<file path="src/rtl/gray_pointer_receiver.sv">
// Receive-side endpoint for a synchronized Gray pointer: decode, step report, occupancy.
// Optional multi-bit-transition checker enabled by GRAY_POINTER_RECEIVER_CHECK_EN.
`default_nettype none

module gray_pointer_receiver #(
  parameter int LENGTH = 8
) (
  input  logic              clk_diff,
  input  logic              reset_diff_n,
  input  logic [LENGTH-1:0] gray_in,
  input  logic [LENGTH-1:0] local_ptr,
  input  logic              error_clear,
  output logic [LENGTH-1:0] binary_out,
  output logic              step_valid,
  output logic [LENGTH-1:0] step_count,
  output logic [LENGTH-1:0] level,
  output logic              empty,
  output logic              full,
  output logic              overrun,
  output logic              gray_error,
  output logic [LENGTH-1:0] error_gray
);

  localparam logic [LENGTH-1:0] HALF = {1'b1, {(LENGTH-1){1'b0}}};

  logic [LENGTH-1:0] gray_q;
  logic              sample_valid_q;
  logic              init_done_q;
  logic [LENGTH-1:0] binary_out_q;
  logic              step_valid_q;
  logic [LENGTH-1:0] step_count_q;
  logic [LENGTH-1:0] level_q;
  logic              empty_q;
  logic              full_q;
  logic              overrun_q;

  logic [LENGTH-1:0] bin_next_d;
  logic [LENGTH-1:0] step_d;
  logic [LENGTH-1:0] level_d;

  always_comb begin
    bin_next_d = '0;
    for (int i = 0; i < LENGTH; i++) begin
      bin_next_d[i] = ^(gray_q >> i);
    end
    step_d  = bin_next_d - binary_out_q;
    level_d = binary_out_q - local_ptr;
  end

  // gray_q only holds a real sample one edge after reset release, so the
  // init load waits for sample_valid_q rather than decoding the reset value.
  always_ff @(posedge clk_diff or negedge reset_diff_n) begin
    if (!reset_diff_n) begin
      gray_q         <= '0;
      sample_valid_q <= 1'b0;
      init_done_q    <= 1'b0;
      binary_out_q   <= '0;
      step_valid_q   <= 1'b0;
      step_count_q   <= '0;
      level_q        <= '0;
      empty_q        <= 1'b0;
      full_q         <= 1'b0;
      overrun_q      <= 1'b0;
    end else begin
      gray_q         <= gray_in;
      sample_valid_q <= 1'b1;
      step_valid_q   <= 1'b0;
      if (sample_valid_q) begin
        binary_out_q <= bin_next_d;
        if (!init_done_q) begin
          init_done_q <= 1'b1;
        end else begin
          step_count_q <= step_d;
          step_valid_q <= (bin_next_d != binary_out_q);
        end
      end
      level_q   <= level_d;
      empty_q   <= (level_d == '0);
      full_q    <= (level_d == HALF);
      overrun_q <= (level_d > HALF);
    end
  end

`ifdef GRAY_POINTER_RECEIVER_CHECK_EN
  logic [LENGTH-1:0] gray_prev_q;
  logic              gray_error_q;
  logic [LENGTH-1:0] error_gray_q;
  logic [LENGTH-1:0] gray_diff_d;
  logic              multi_bit_d;

  // More than one set bit <=> clearing the lowest set bit leaves something.
  always_comb begin
    gray_diff_d = gray_q ^ gray_prev_q;
    multi_bit_d = init_done_q && ((gray_diff_d & (gray_diff_d - 1'b1)) != '0);
  end

  always_ff @(posedge clk_diff or negedge reset_diff_n) begin
    if (!reset_diff_n) begin
      gray_prev_q  <= '0;
      gray_error_q <= 1'b0;
      error_gray_q <= '0;
    end else begin
      if (sample_valid_q) begin
        gray_prev_q <= gray_q;
      end
      if (multi_bit_d) begin
        gray_error_q <= 1'b1;
        if (!gray_error_q || error_clear) begin
          error_gray_q <= gray_q;
        end
      end else if (error_clear) begin
        gray_error_q <= 1'b0;
        error_gray_q <= '0;
      end
    end
  end

  assign gray_error = gray_error_q;
  assign error_gray = error_gray_q;
`else
  logic unused_error_clear;
  assign unused_error_clear = error_clear;
  assign gray_error         = 1'b0;
  assign error_gray         = '0;
`endif

  assign binary_out = binary_out_q;
  assign step_valid = step_valid_q;
  assign step_count = step_count_q;
  assign level      = level_q;
  assign empty      = empty_q;
  assign full       = full_q;
  assign overrun    = overrun_q;

endmodule

`default_nettype wire
</file>
<file path="config.mk">
export PLATFORM = sky130hd
export DESIGN_NAME = gray_pointer_receiver
export DESIGN_NICKNAME = d
export VERILOG_FILES = /design/src/rtl/gray_pointer_receiver.sv
export SDC_FILE = /design/constraint.sdc
export NUM_CORES = 1
export LEC_CHECK = 0
export CAP_MARGIN = 20
export CORE_MARGIN = 1
export CORE_UTILIZATION = 43
export DETAILED_ROUTE_END_ITERATION = 7
export HOLD_SLACK_MARGIN = 0.12
export PLACE_DENSITY = 0.78
export SYNTH_ARGS = -nofsm -noshare
export SYNTH_HDL_FRONTEND = slang
export SYNTH_SLANG_ARGS = --single-unit
</file>
<file path="constraint.sdc">
create_clock -name clk_diff -period 2.5 [get_ports clk_diff]
set_clock_uncertainty 0.1 [all_clocks]
set_input_delay 0.625 -clock clk_diff [delete_from_list [all_inputs] [get_ports clk_diff]]
set_output_delay 0.625 -clock clk_diff [all_outputs]
set_load 0.005 [all_outputs]
</file>
==> results of run 1 <==
==> path summary, 6_finish.rpt <==
| kind | to | slack [ps] | start |
|---|---|---|---|
| worst max-delay path | step_count[6] | -300 | gray_q[6] |
| worst min-delay path | level[5] | 310 | reset_diff_n |
| worst max register to register | step_count[6] | -300 | gray_q[6] |
| worst min register to register | init_done_q | 380 | init_done_q |
| max in group asynchronous | step_count[6] | 1490 | reset_diff_n |
| min in group clk_diff | init_done_q | 380 | init_done_q |
==> synth_stat cells, types with 2 or more instances <==
cell | n | area share
xnor2_4 | 2 | 0.027
o31ai_1 | 4 | 0.015
nor2_1 | 6 | 0.011
inv_1 | 20 | 0.037
xnor2_1 | 7 | 0.030
ha_1 | 14 | 0.087
dfrtp_1 | 38 | 0.47
nor2b_1 | 4 | 0.012
buf_2 | 2 | 0.0050
buf_4 | 9 | 0.034
xor2_1 | 6 | 0.026
fa_1 | 2 | 0.020
conb_1 | 2 | 0.0037
o21a_1 | 9 | 0.034
a21oi_1 | 5 | 0.012
o31a_1 | 2 | 0.0087
nor3_1 | 2 | 0.0050
o21ai_0 | 14 | 0.035
nand2_1 | 17 | 0.032
xor2_2 | 2 | 0.016
==> through the flow <==
| step | setup WS [ps] | cells |
|---|---|---|
| floorplan | -228 | 193 |
| finish | -298 | 317 |
| CTS | -328 | 313 |
| detailed placement | -554 | 300 |
| global route | -436 | 317 |
| global placement | -493 | 300 |
==> sequential cells by signal (all words and copies together), names as in the netlist <==
| register | flops |
|---|---|
| binary_out | 8 |
| gray_q | 8 |
| level | 8 |
| step_count | 8 |
| empty | 1 |
| full | 1 |
| init_done_q | 1 |
| overrun | 1 |
| sample_valid_q | 1 |
| step_valid | 1 |
==> critical path, stage by stage, from the launching register on <==
cell      delay, ps
dfrtp_1         400
xnor2_2         300
xnor2_4         190
xnor2_4         160
buf_6           160
xor2_2          160
ha_1            260
nor2b_1         150
o21ai_2         160
a21boi_2         90
o21a_1          180
o21a_1          170
o31ai_1         220
==> final cells by class <==
type / instances / area [sq um] / area share
Clock buffer: 6 / 82.6 / 0.0278
Tap cell: 52 / 65.1 / 0.0219
Multi-Input combinational cell: 123 / 1110 / 0.373
Inverter: 20 / 75.1 / 0.0252
Clock inverter: 2 / 12.5 / 0.00421
Sequential cell: 38 / 951 / 0.320
Timing Repair Buffer: 76 / 678 / 0.228
==> power by group <==
group / switching, uW / internal (uW) / leakage (uW)
sequential: 85.1 / 779 / 0.000450
combinational: 617 / 850 / 0.000867
clock: 222 / 222 / 0.0000472
total: 924 / 1850 / 0.00136
==> routing by layer <==
metal | wire length, microns | vias to the layer above | global-route usage | part of all wire
met5 | 0 | - | 0 | 0
met4 | 95 | 0 | 0.0794 | 0.023
met3 | 208 | 11 | 0.0447 | 0.051
met2 | 2200 | 54 | 0.303 | 0.54
met1 | 1540 | 716 | 0.202 | 0.38
li1 | - | 751 | - | -
==> logic make-up (layout without fill, tap and decap cells) <==
family / Yosys count / after routing / share of synthesized area
adders and majority gates: 16 / 16 / 0.107
buffers and inverters: 32 / 104 / 0.0776
xor gates and xnor gates: 18 / 18 / 0.108
and+or+nand+nor: 36 / 36 / 0.0875
DFF: 38 / 38 / 0.472
other: 2 / 10 / 0.00373
muxes: 2 / 2 / 0.0106
AOI/OAI and AO/OA: 41 / 41 / 0.134
==> timing repair <==
action                     CTS  global route
setup endpoints to repair    9             9
setup buffers                5             4
resized for setup           15            17
pin swaps                   14            18
==> metrics.txt, run 1 <==
initial core utilization=0.454; setup ws final=-298 ps; Crit Path Category=register to register; Sum Neg Setup Slack=-1230 ps; critical path startpoint category=register; Post-synth ARST share=1.00; cts-stage hold buffer count=0; Root Buffer=clkbuf_8; Max clock buf depth=2; crit path DAT=2890 ps; Die ar.=0.00497 sq mm; Hold Fails Final Rpt=0; drt pass-1 iters=6; commonest non-fill, non-tap cell in the layout=clkdlybuf4s50_1; htree depth=2; largest net degree at the start of global routing=39; via/cell ratio=4.83; later-pin clock latency in the skew report=300 ps; post-route DRC violation count=10; status=finished with violations; # fillers=340; first-pass GRT wire length=6680 microns; Post-Syn Instances=185; synth warn=0; slew at the pin closest to its max-slew limit=796 ps; GRT Resource Usage Total=0.175; unrepaired setup endpoints after global routing=yes; CTS sink count=38; # port buffers=45; Routed WL=4050 microns; CTS clk-pin slew, worst paths=80 ps; library cells used by synthesis=38; layout cell share with drive strength beyond 1=0.279; Hold Path Class=input port to async pin; vias in the first global route=1,497; Via Count=1,532; Core Area=0.00444 sq mm; Power Density=933 mW/mm^2; Max Clk Rate=0.357 GHz; final setup fails=5; final worst-path cycle share=1.12; worst hold margin=307 ps; Num CTS Buffers=5; Max-Slew Margin vs Limit=0.469; ys flop type=dfrtp_1; Top Ports=56; max-cap violation count=0; VDD IR max=0.421 mV; Die X=70.5 microns; number of DRC markers in iteration 0=55; CP Max Fanout=4; Pwr Total=2770 uW; fin. max-slew vios=0; Mean Syn Cell Area=10.9 sq um; synthesis-stage register bit count=38; DR WL/cell=12.8 microns; P_leak=0.00136 uW; antenna cells=0; Crit. End Element=register; minimum clock period=2800 ps; Worst R2R Path Depth=12; placed cell area=0.00266 sq mm; violated checks=DRC, setup timing; Chip Height=70.5 microns; Final HPWL DP=2810 microns; cell row count=24; sequential share of the synthesized area=0.472; TritonCTS clock tree=yes; post-layout util=0.669; routability congestion estimate=0.842; Post-synth EDFFs=0; nets=299; mapped cell area=0.00202 sq mm; design area=0.00297 sq mm; initial antenna violation count=0; most frequent cells in the layout=clkdlybuf4s50_1 (41), dfrtp_1 (38), buf_4 (30), inv_1 (18), nand2_1 (17); Layout area overhead=47.5%; Routed Antenna Nets=0; WP data required=2590 ps; gr ovfl total=0
Note: power is estimated with default switching activity, not from simulation.
==> run 2, diff against run 1 <==
--- a/config.mk
+++ b/config.mk
@@ -11,6 +11,7 @@
 export DETAILED_ROUTE_END_ITERATION = 7
 export HOLD_SLACK_MARGIN = 0.12
 export PLACE_DENSITY = 0.78
+export SKIP_CTS_REPAIR_TIMING = 1
 export SYNTH_ARGS = -nofsm -noshare
 export SYNTH_HDL_FRONTEND = slang
 export SYNTH_SLANG_ARGS = --single-unit
==> metrics.txt, run 2 (synthesis gave the netlist of run 1 again) <==
fin. max-slew vios=0 (unchanged); Via Count=1,515 (-1.1%); Routed WL=3890 microns (-3.9%); pre-CTS worst setup slack=-554 ps (unchanged); CP max stage cell=dfrtp_1; Psw=897 uW (-2.9%); Routed Antenna Nets=0 (unchanged); Crit Path Category=register to register; GRT Resource Usage Total=0.165 (-0.00969); Core Area=0.00444 sq mm (unchanged); htree depth=2 (unchanged); Hold Path Class=input port to async pin; initial antenna violation count=0 (unchanged); post-route DRC violation count=10 (unchanged); vias in the first global route=1,429 (-4.5%); Num CTS Buffers=5 (unchanged); CP cell instances=xnor2_2, xnor2_4, xnor2_4, buf_6, xor2_2, ha_1, nor2b_1, o21ai_1, a21boi_2, o21a_1, o21a_1, o31ai_1; Max-Slew Margin vs Limit=0.464 (-0.00522); design area=0.00295 sq mm (-0.76%); Sw Ratio=0.330 (-0.00277); Pwr Total=2720 uW (-2.1%); layout cell share with drive strength beyond 1=0.257 (-0.0225); Logic pwr share=0.520 (-0.009); Max clock buf depth=2 (unchanged); violated checks=DRC, setup timing; number of DRC markers in iteration 0=44 (-20%); minimum clock period=2820 ps (+19.8 ps); first-pass GRT wire length=6340 microns (-5.1%); unrepaired setup endpoints after global routing=yes; CP max stage delay=410 ps (about the same); TritonCTS clock tree=yes; drt pass-1 iters=6 (unchanged); Final HPWL DP=2810 microns (unchanged); Int Power=1820 uW (-1.7%); P_leak=0.00137 uW (+0.36%); Root Buffer=clkbuf_8; gr ovfl total=0 (unchanged); commonest non-fill, non-tap cell in the layout=clkdlybuf4s50_1; Max Clk Rate=0.355 GHz (-0.70%); Top Ports=56 (unchanged); final setup fails=5 (unchanged); crit path DAT=2920 ps (+30 ps); CTS clk-pin slew, worst paths=70 ps (about the same); Die ar.=0.00497 sq mm (unchanged); DR WL/cell=12.4 microns (-2.7%); largest net degree at the start of global routing=39 (unchanged); final worst-path cycle share=1.13 (+0.00794); later-pin clock latency in the skew report=300 ps (about the same); Power Density=920 mW/mm^2 (-1.3%); worst hold margin=311 ps (+4.40 ps); Die X=70.5 microns (unchanged); CTS sink count=38 (unchanged); max-cap violation count=0 (unchanged); Hold Fails Final Rpt=0 (unchanged); placed cell area=0.00266 sq mm (unchanged); initial core utilization=0.454 (unchanged); VDD IR max=0.411 mV (-2.3%); Flop pwr share=0.318 (+0.007); Crit. End Element=register; WP data required=2600 ps (about the same); antenna cells=0 (unchanged); nets=295 (-1.3%); via/cell ratio=4.84 (+0.15%); Chip Height=70.5 microns (unchanged); routability congestion estimate=0.842 (unchanged); status=finished with violations; setup ws final=-318 ps (-19.8 ps); # port buffers=45 (unchanged); CP Max Fanout=4 (unchanged); critical path startpoint category=register; Layout area overhead=46.4%; clock share of power=0.162 (+0.002); slew at the pin closest to its max-slew limit=804 ps (+7.84 ps); most frequent cells in the layout=clkdlybuf4s50_1 (40), dfrtp_1 (38), buf_4 (26), inv_1 (18), nand2_1 (17); cell row count=24 (unchanged)
run 2: routing by layer:
layer | global-route usage | wire length, microns
met3 | 0.0447 | 200
met4 | 0.0748 | 106
met2 | 0.284 | 2020
met1 | 0.191 | 1570
met5 | 0 | 0
run 2: final timing paths:
| path | startpoint | end | slack, ps | cells past startpoint |
|---|---|---|---|---|
| max | gray_q[7] | step_count[6] | -320 | 12 |
| max in group asynchronous | reset_diff_n | step_count[6] | 1480 | 1 |
| min in group clk_diff | init_done_q | init_done_q | 380 | 1 |
| max reg2reg | gray_q[7] | step_count[6] | -320 | 12 |
| min | reset_diff_n | full | 310 | 1 |
| min reg2reg | init_done_q | init_done_q | 380 | 1 |
run 2: power by group through the flow:
stage | Sequential, uW | Clock (uW) | Combinational (uW)
3_5_place_dp | 874 | 0 | 1230
3_3_place_gp | 873 | 0 | 1200
6_report | 864 | 441 | 1410
2_1_floorplan | 887 | 0 | 606
5_1_grt | 887 | 482 | 1560
4_1_cts | 862 | 454 | 1230
run 2: worst max-delay path, delay by kind of cell (launching register included):
kind | cells | cell delay [ps]
simple gates | 1 | 140
xor+xnor | 4 | 800
fa+ha+maj | 1 | 260
flops | 1 | 410
compound gates | 5 | 870
buf+inv | 1 | 160
run 2: metrics by stage:
stage	TNS (ps)	instances	util
floorplan	-439	193	-
global placement	-3120	300	0.598
detailed placement	-3690	300	0.598
CTS	-2060	308	0.619
global route	-2370	313	0.664
finish	-1310	313	0.664
run 2: cell type report:
class	count	area [sq um]
tap	52	65.1
timing repair buffer	72	662
inverter	20	75.1
sequential	38	951
multi-input combinational	123	1100
clock buffer	6	82.6
clock inverter	2	12.5
fill	344	1490
==> run 3, diff against run 2 <==
--- a/config.mk
+++ b/config.mk
@@ -5,7 +5,7 @@
 export SDC_FILE = /design/constraint.sdc
 export NUM_CORES = 1
 export LEC_CHECK = 0
-export CAP_MARGIN = 20
+export CAP_MARGIN = 30
 export CORE_MARGIN = 1
 export CORE_UTILIZATION = 43
 export DETAILED_ROUTE_END_ITERATION = 7
==> results of run 3 <==
No change in the layout: final DEF, timing and power equal those of run 2.
